**src/rtl/stone_pkg.sv**
```systemverilog
// Shared definitions for the stone RAM access path: record layout,
// requester ownership tags and arbiter states.
package stone_pkg;

  localparam int STONE_ADDR_W = 4;
  localparam int STONE_DATA_W = 32;

  // Stone record field positions
  localparam int STONE_X_MSB       = 31;
  localparam int STONE_X_LSB       = 23;
  localparam int STONE_Y_MSB       = 18;
  localparam int STONE_Y_LSB       = 11;
  localparam int STONE_TYPE_MSB    = 3;
  localparam int STONE_TYPE_LSB    = 2;
  localparam int STONE_VISIBLE_BIT = 1;
  localparam int STONE_MOVING_BIT  = 0;

  // Which requester owns the read return of a grant
  typedef enum logic [1:0] {
    OWN_NONE,
    OWN_DRAW,
    OWN_ROPE
  } owner_e;

  // Arbiter states
  typedef enum logic {
    ARB_IDLE,
    ARB_LOCKED
  } arb_state_e;

endpackage

```
**src/rtl/stone_rd_return.sv**
```systemverilog
// Read return path: remembers who was granted a read and from which bank,
// then steers the bank output to that requester one cycle later.
module stone_rd_return
  import stone_pkg::*;
#(
  parameter int DATA_W = STONE_DATA_W
) (
  input  logic              clock,
  input  logic              resetn,
  input  owner_e            gnt_owner,
  input  logic              bank_sel,
  input  logic [DATA_W-1:0] ram_q0,
  input  logic [DATA_W-1:0] ram_q1,
  output logic              draw_rvalid,
  output logic [DATA_W-1:0] draw_rdata,
  output logic              rope_rvalid,
  output logic [DATA_W-1:0] rope_rdata
);

  owner_e            owner_reg;
  logic              bank_reg;
  logic [DATA_W-1:0] q_sel;
  logic [1:0]        rvalid_vec;
  logic [DATA_W-1:0] rdata_arr [2];

  // One-cycle pipeline of read owner and bank, matching the RAM latency
  always_ff @(posedge clock or negedge resetn) begin
    if (!resetn) begin
      owner_reg <= OWN_NONE;
      bank_reg  <= 1'b0;
    end else begin
      owner_reg <= gnt_owner;
      bank_reg  <= bank_sel;
    end
  end

  // The bank chosen at grant time supplies the data, not the current one
  assign q_sel = bank_reg ? ram_q1 : ram_q0;

  // Index 0 is the drawer, index 1 is the rope
  for (genvar gi = 0; gi < 2; gi++) begin : g_req
    localparam owner_e REQ_OWNER = owner_e'((gi == 0) ? OWN_DRAW : OWN_ROPE);
    logic [DATA_W-1:0] hold_reg;

    assign rvalid_vec[gi] = (owner_reg == REQ_OWNER);

    // Capture the returned word so rdata stays stable until the next valid
    always_ff @(posedge clock or negedge resetn) begin
      if (!resetn) begin
        hold_reg <= '0;
      end else if (rvalid_vec[gi]) begin
        hold_reg <= q_sel;
      end
    end

    // Present the live RAM word in the valid cycle, the held word otherwise
    assign rdata_arr[gi] = rvalid_vec[gi] ? q_sel : hold_reg;
  end

  assign draw_rvalid = rvalid_vec[0];
  assign draw_rdata  = rdata_arr[0];
  assign rope_rvalid = rvalid_vec[1];
  assign rope_rdata  = rdata_arr[1];

endmodule

```
**src/rtl/stone_ram_arbiter.sv**
```systemverilog
// Single access point to the two per-level stone RAM banks. The drawer
// normally wins; a starvation counter lets the rope through, and the rope
// can lock the arbiter for an atomic read-modify-write.
module stone_ram_arbiter
  import stone_pkg::*;
#(
  parameter int ADDR_W       = STONE_ADDR_W,
  parameter int DATA_W       = STONE_DATA_W,
  parameter int STARVE_LIMIT = 8,
  parameter int LOCK_MAX     = 64
) (
  input  logic              clock,
  input  logic              resetn,
  input  logic [2:0]        level,
  input  logic              draw_req,
  input  logic [ADDR_W-1:0] draw_addr,
  output logic              draw_gnt,
  output logic              draw_rvalid,
  output logic [DATA_W-1:0] draw_rdata,
  input  logic              rope_req,
  input  logic              rope_we,
  input  logic              rope_lock,
  input  logic [ADDR_W-1:0] rope_addr,
  input  logic [DATA_W-1:0] rope_wdata,
  output logic              rope_gnt,
  output logic              rope_rvalid,
  output logic [DATA_W-1:0] rope_rdata,
  output logic              lock_active,
  output logic [ADDR_W-1:0] ram_addr,
  output logic [DATA_W-1:0] ram_wdata,
  output logic              ram_wren0,
  output logic              ram_wren1,
  input  logic [DATA_W-1:0] ram_q0,
  input  logic [DATA_W-1:0] ram_q1
);

  localparam int STARVE_W = $clog2(STARVE_LIMIT + 1);
  localparam int LOCK_W   = $clog2(LOCK_MAX);

  arb_state_e          state_reg;
  logic                bank_sel_reg;
  logic [STARVE_W-1:0] starve_cnt_reg;
  logic [LOCK_W-1:0]   lock_cnt_reg;
  logic                starved;
  owner_e              gnt_owner;

  assign starved = (starve_cnt_reg >= STARVE_W'(STARVE_LIMIT));

  // Grant decision: rope only while locked, otherwise drawer unless the rope is starved
  always_comb begin
    draw_gnt = 1'b0;
    rope_gnt = 1'b0;
    if (resetn) begin
      if (state_reg == ARB_LOCKED) begin
        rope_gnt = rope_req;
      end else if (draw_req && !(starved && rope_req)) begin
        draw_gnt = 1'b1;
      end else begin
        rope_gnt = rope_req;
      end
    end
  end

  // Granted requester drives the shared RAM address/data in the same cycle
  always_comb begin
    ram_addr  = '0;
    ram_wdata = '0;
    gnt_owner = OWN_NONE;
    if (draw_gnt) begin
      ram_addr  = draw_addr;
      gnt_owner = OWN_DRAW;
    end else if (rope_gnt) begin
      ram_addr  = rope_addr;
      ram_wdata = rope_wdata;
      gnt_owner = rope_we ? OWN_NONE : OWN_ROPE;
    end
  end

  assign ram_wren0   = rope_gnt & rope_we & ~bank_sel_reg;
  assign ram_wren1   = rope_gnt & rope_we &  bank_sel_reg;
  assign lock_active = (state_reg == ARB_LOCKED);

  // Lock FSM: enter on a locking rope grant, leave on unlock or timeout
  always_ff @(posedge clock or negedge resetn) begin
    if (!resetn) begin
      state_reg    <= ARB_IDLE;
      lock_cnt_reg <= '0;
    end else begin
      case (state_reg)
        ARB_IDLE: begin
          if (rope_gnt && rope_lock) begin
            state_reg    <= ARB_LOCKED;
            lock_cnt_reg <= '0;
          end
        end
        ARB_LOCKED: begin
          if (lock_cnt_reg == LOCK_W'(LOCK_MAX - 1)) begin
            state_reg <= ARB_IDLE;
          end else if (!rope_lock && (rope_gnt || !rope_req)) begin
            state_reg <= ARB_IDLE;
          end else begin
            lock_cnt_reg <= lock_cnt_reg + LOCK_W'(1);
          end
        end
        default: state_reg <= ARB_IDLE;
      endcase
    end
  end

  // Count consecutive cycles the rope waits, saturating at the limit
  always_ff @(posedge clock or negedge resetn) begin
    if (!resetn) begin
      starve_cnt_reg <= '0;
    end else if (!rope_req || rope_gnt) begin
      starve_cnt_reg <= '0;
    end else if (!starved) begin
      starve_cnt_reg <= starve_cnt_reg + STARVE_W'(1);
    end
  end

  // Follow the level only on quiet idle cycles so no access straddles banks
  always_ff @(posedge clock or negedge resetn) begin
    if (!resetn) begin
      bank_sel_reg <= 1'b0;
    end else if (state_reg == ARB_IDLE && !draw_gnt && !rope_gnt) begin
      bank_sel_reg <= (level != 3'd0);
    end
  end

  stone_rd_return #(
    .DATA_W (DATA_W)
  ) u_rd_return (
    .clock       (clock),
    .resetn      (resetn),
    .gnt_owner   (gnt_owner),
    .bank_sel    (bank_sel_reg),
    .ram_q0      (ram_q0),
    .ram_q1      (ram_q1),
    .draw_rvalid (draw_rvalid),
    .draw_rdata  (draw_rdata),
    .rope_rvalid (rope_rvalid),
    .rope_rdata  (rope_rdata)
  );

endmodule

```
**config.mk**
```make
export PLATFORM = sky130hd
export DESIGN_NAME = stone_ram_arbiter
export DESIGN_NICKNAME = d
export VERILOG_FILES = /design/src/rtl/stone_pkg.sv /design/src/rtl/stone_rd_return.sv /design/src/rtl/stone_ram_arbiter.sv
export SDC_FILE = /design/constraint.sdc
export NUM_CORES = 1
export LEC_CHECK = 0
export ABC_AREA = 1
export ABC_CLOCK_PERIOD_IN_PS = 1400
export BUFFER_PORTS_ARGS = -buffer_cell sky130_fd_sc_hd__clkbuf_2
export CAP_MARGIN = 40
export CORE_MARGIN = 2
export CORE_UTILIZATION = 40
export CTS_CLUSTER_SIZE = 40
export DETAILED_ROUTE_END_ITERATION = 8
export GPL_TIMING_DRIVEN = 0
export PLACE_DENSITY = 0.76
export SYNTH_ARGS = -nofsm -noshare
export SYNTH_HDL_FRONTEND = slang
export SYNTH_SLANG_ARGS = --single-unit
```
**constraint.sdc**
```tcl
create_clock -name clock -period 1.4 [get_ports clock]
set_clock_uncertainty 0.2 [all_clocks]
set_input_delay 0.07 -clock clock [delete_from_list [all_inputs] [get_ports clock]]
set_output_delay 0.07 -clock clock [all_outputs]
set_load 0.01 [all_outputs]
```
Yosys cells after proc, flatten, opt, wreduce, memory -nomap -nowiden
Cells that the tools add are included.
{"block": "totals", "register_bits": 79, "input_bits": 113}
{"block": "op_classes", "bitwise": 5, "eq_ne": 7, "magnitude_cmp": 1, "reduce_logical": 14, "n_addsub": 2, "mux": 26}
{"op": "32-bit two-way mux", "n": 5}
{"op": "6-bit two-way mux", "n": 3}
{"op": "4-bit two-way mux", "n": 4}
{"op": "6-bit one-hot mux with 2 select lines", "n": 1}
{"op": "1-bit two-way mux", "n": 9}
{"op": "6-bit by 1-bit adder with 6-bit output, second input constant", "n": 1}
{"op": "6-bit == test, second input constant", "n": 1}
{"op": "1-bit logical AND", "n": 6}
{"op": "2-bit two-way mux", "n": 3}
{"op": "2-bit inequality test, second input constant", "n": 3}
{"op": "1-bit logical NOT", "n": 5}
{"op": "4-bit by 1-bit adder with 4-bit output, second input constant", "n": 1}
{"op": "4-bit >= comparator, second input constant", "n": 1}
{"op": "1-bit bitwise AND", "n": 3}
{"op": "3-bit AND reduction", "n": 1}
{"op": "3-bit nonzero test", "n": 1}
{"op": "2-bit by 1-bit == test with 1-bit output, second input constant", "n": 1}
{"op": "2-bit == test, second input constant", "n": 1}
{"op": "2-bit by 1-bit inequality test with 1-bit output, second input constant", "n": 1}
{"op": "1-bit inverter", "n": 2}
{"op": "1-bit one-hot mux with 2 select lines", "n": 1}
{"op": "1-bit logical OR", "n": 1}

Logic depth before layout (Yosys ltp)
{"block": "logic_depth", "depth_word": 12, "mapped_depth": 8, "mapped_depth_nobuf": 8}

Hierarchy
Synthesis repeated with hierarchy kept, for this count alone.
{"block": "unflattened", "hier_cells": 554, "area_unflattened_um2": 4167.7}
{"module": "stone_rd_return", "cells_each": 381, "instances": 1, "area_per_inst_um2": 3121.7, "seq_area_each_um2": 1676.6}
{"module": "stone_ram_arbiter", "cells_each": 173, "instances": 1, "area_per_inst_um2": 1046.0, "seq_area_each_um2": 300.3}

Least setup slack after synthesis
OpenSTA, ideal clock, no wires.
{"block": "synth_timing", "path_kind": "register to register", "from": "reg u_rd_return.owner_reg[0]", "to": "reg u_rd_return.g_req[0].hold_reg[22]", "n_path_buf": 1, "stages_incl_launch_ff": 5, "arrival_ns": 1.140, "required_ns": 1.062, "setup_time_ns": 0.138, "setup_slack_ns": -0.078, "path_cell_list": "dfrtp_1 -> inv_1 -> nor2_4 -> buf_6 -> mux2_2"}
{"block": "synth_between", "elab_chain_len": 2}
{"item": "start, declared", "line_no": "stone_rd_return.sv:20", "text": "owner_e owner_reg;"}
{"item": "start signal, assigned", "line_no": "stone_rd_return.sv:32", "text": "owner_reg <= gnt_owner;"}
{"item": "2-bit by 1-bit == test with 1-bit output", "line_no": "stone_rd_return.sv:45", "text": "assign rvalid_vec[gi] = (owner_reg == REQ_OWNER);"}
{"item": "net draw_rvalid", "line_no": "stone_ram_arbiter.sv:18", "text": "output logic draw_rvalid,"}
{"item": "32-bit two-way mux"}
{"item": "net draw_rdata[22]", "line_no": "stone_ram_arbiter.sv:19", "text": "output logic [DATA_W-1:0] draw_rdata,"}
{"item": "end signal, assigned", "line_no": "stone_rd_return.sv:52", "text": "hold_reg <= q_sel;"}
{"item": "end, declared", "line_no": "stone_rd_return.sv:43", "text": "logic [DATA_W-1:0] hold_reg;"}
The timed path passes the listed nets, and every way through them passes these cells.
A chain may end at the register's enable or synchronous reset.

Worst setup path after layout
{"block": "layout_timing", "from": "reg u_rd_return.owner_reg[0]", "to": "out draw_rdata[9]"}
{"block": "layout_between", "elab_chain_len": 2}
{"item": "2-bit by 1-bit == test with 1-bit output", "line_no": "stone_rd_return.sv:45"}
{"item": "32-bit two-way mux"}
{"item": "end, declared", "line_no": "stone_ram_arbiter.sv:19"}
Every way passes these cells.

==> impl_metrics.yaml <==
status:
  status: "finished with violations"
  violations: "hold timing, setup timing"
logic_synthesis:
  synth-seq-cells: 79
  synth_cells: 417
  ys_async_sr_fraction: 1.000
  synth.cell_area_mm2: 0.003984
  ys.flop_type: "dfrtp_1"
  ys_top_cells_by_count: "79 x dfrtp_1, 79 x inv_1, 64 x mux2_2, 64 x nand2_1, 40 x nor2_1"
  synthDistinctLibCells: 27
  avgSynthCellArea_um2: 9.554
  synth_area_leaders: "dfrtp_1 50%, mux2_2 18%, inv_1 7.4%"
  syn_nets: 533
  yosys.area.top_type_share: 0.4962
  synth_warnings: 0
  synth_edf_count: 0
  synth_top_area_cell: "dfrtp_1"
  ys_seq_area_frac: 0.4962
timing:
  relSlewSlack: 0.6507
  slew_violations: 0
  period_minus_slack_ps: 1947
  hold_viol: 121
  max_freq_mhz: 513.6
  setup_slack_ps: -547.2
  fin_crit_sh: 1.391
  worstMarginPinSlew_ps: 523.9
  rsz0062_at_grt: "yes"
  setup_violations: 183
  hold_slack_ps: -509.5
route:
  vias: 4112
  drc: 0
  ant_nets: 0
  drt_iter0_drc: 193
  finalWirelength_um: 14650
  wl_per_cell_um: 17.38
  drt-pass1-iter-count: 4
  viasPerCell: 4.878
final_layout:
  multi_input_area_mm2: 0.002132
  nFillCells: 610
  drive_gt1_frac: 0.6056
  nets: 822
  diodes: 0
  largest_register_ffs: 64
  syn_to_final_growth_pct: 82.04
  regArea_mm2: 0.001979
setup_path:
  slowest_delay_ps: 400
  criticalPathCategory: "reg -> out"
  cp-end-kind: "output pin"
  crit_slowest_cell: "dfrtp_1"
  rrSetupSlack_ps: -310
  cp_cell_sequence: "inv_2 -> nor2_4 -> buf_12 -> buf_12 -> mux2_4 -> clkbuf_2"
  crit_arrival_ps: 1680
  worst_path_most_repeated_cell: "buf_12"
  critical_path.max_fanout: 10
  worst_setup_path_start_kind: "flip-flop"
  crit_required_ps: 1130
global_route:
  overflow: 0
  grtUsageMet2: 0.4229
  grt_pass1_wl_um: 19720
  grt_use_total: 0.2253
  met1_usage: 0.2615
  grtUsageMet3: 0.04783
  grt_pass1_vias: 3996
  top_usage_layer: "met2"
  grt_antenna_before_repair: 0
  grt_max_degree: 44
floorplan:
  coreArea_mm2: 0.009729
  die_w_um: 103.8
  die_h_um: 103.8
  rows: 36
  pin_count: 220
  die-area_mm2: 0.01077
  initial_core_util: 0.4095
clock_network:
  cts_hold_buf: 7
  clkLatencyLatePin_ps: 340
  cts_tree: "done"
  cts_inserted_buffers: 9
  path_clk_slew_ps: 80
  root_buffer: "clkbuf_8"
  cts_sinks: 79
  clockBufferDepth: 2
  htreeDepth: 3
placement:
  dp_hpwl_um: 8349
  gp_congestion: 0.8158
  port_buffers: 219
power:
  ir_worst_vdd_v: 0.0008052
  leakage_nw: 3.911
  p_total_mw: 9.853
  power.density_mw_per_mm2: 1359
hold_path:
  hp-class: "in -> async"
job:
  cap_violations: 0
-- critical path, delay by kind of cell, from the launching register on --
family                 cells  cell delay, ps
AND/OR/NAND/NOR            1             120
multiplexers               1             310
buffers and inverters      4             500
flip-flops                 1             400
-- area by class of cell --
| type | instances | area share |
|---|---|---|
| repair buffers | 277 | 0.3056 |
| inverters | 81 | 0.04365 |
| clock buffers | 9 | 0.01708 |
| multi-input cells | 242 | 0.2940 |
| plain buffers | 16 | 0.03192 |
| well taps | 133 | 0.02295 |
| clock inverters | 6 | 0.01190 |
| flip-flops and latches | 79 | 0.2729 |
-- layout by cell type, fill, tap and decap left out, types with 3 or more instances in the layout --
| cell | n |
|---|---|
| buf_4 | 14 |
| inv_2 | 5 |
| buf_6 | 97 |
| clkbuf_2 | 148 |
| buf_2 | 4 |
| dlygate4sd3_1 | 7 |
| nand2_2 | 7 |
| nand2_8 | 4 |
| o21ai_2 | 3 |
| nand2_4 | 3 |
| dfrtp_1 | 77 |
| nor2_4 | 24 |
| inv_1 | 73 |
| nor2_1 | 16 |
| mux2_4 | 62 |
| clkbuf_8 | 10 |
| nor2_2 | 3 |
| nand2_1 | 56 |
| o21ai_1 | 29 |
| clkbuf_16 | 3 |
| a22o_1 | 4 |
| buf_8 | 9 |
| buf_12 | 8 |
| nand3_1 | 9 |
-- cells by family (layout without fill, tap and decap cells) --
kind of cell,count (synthesis),after routing,share of synthesized area
adders and majority gates,3,3,0.009423
and+or+nand+nor,132,133,0.1489
buffers and inverters,97,389,0.1058
DFF,79,79,0.4962
AOI/OAI and AO/OA,42,42,0.05873
muxes,64,64,0.1809
-- final timing paths --
kind                                          start  cells past startpoint                           endpoint
hold reg to reg                        bank_sel_reg                      0               u_rd_return.bank_reg
setup / recovery           u_rd_return.owner_reg[0]                      6                      draw_rdata[9]
max in group asynchronous                    resetn                      2  u_rd_return.g_req[0].hold_reg[31]
min in group clock                        ram_q1[0]                      4   u_rd_return.g_req[1].hold_reg[0]
setup reg to reg                  starve_cnt_reg[3]                     10                    lock_cnt_reg[5]
hold / removal                               resetn                      1   u_rd_return.g_req[0].hold_reg[4]
-- per-layer routing --
layer,up-vias,share of wire
li1,1887,-
met1,1997,0.38
met2,193,0.53
met3,35,0.057
met4,0,0.030
met5,-,0
-- through the flow --
stage,utilization,std cells,worst slack [ps],area (um2),TNS (ps)
finish,0.7454,843,-547.2,7252,-59030
global route,0.7454,843,-613.8,7252,-68480
CTS,0.6451,821,-600.6,6276,-55290
detailed placement,0.5538,770,-314.6,5388,-39610
global placement,0.5514,769,-1333,5365,-146880
floorplan,-,417,-78.06,4103,-3138
-- what timing repair did --
item                                    CTS  global route
gates resized for setup                 110           244
hold endpoints to repair                150           122
gates cloned                              5             4
endpoints found under the setup margin  177           183
pin swaps                                 9            17
buffers inserted                         24            20
-- power by group --
group | internal [mW] | switching [mW]
logic | 2.78 | 2.04
clock network | 0.991 | 0.797
registers | 2.99 | 0.260
total | 6.76 | 3.09
(Power assumes the default switching activity.)
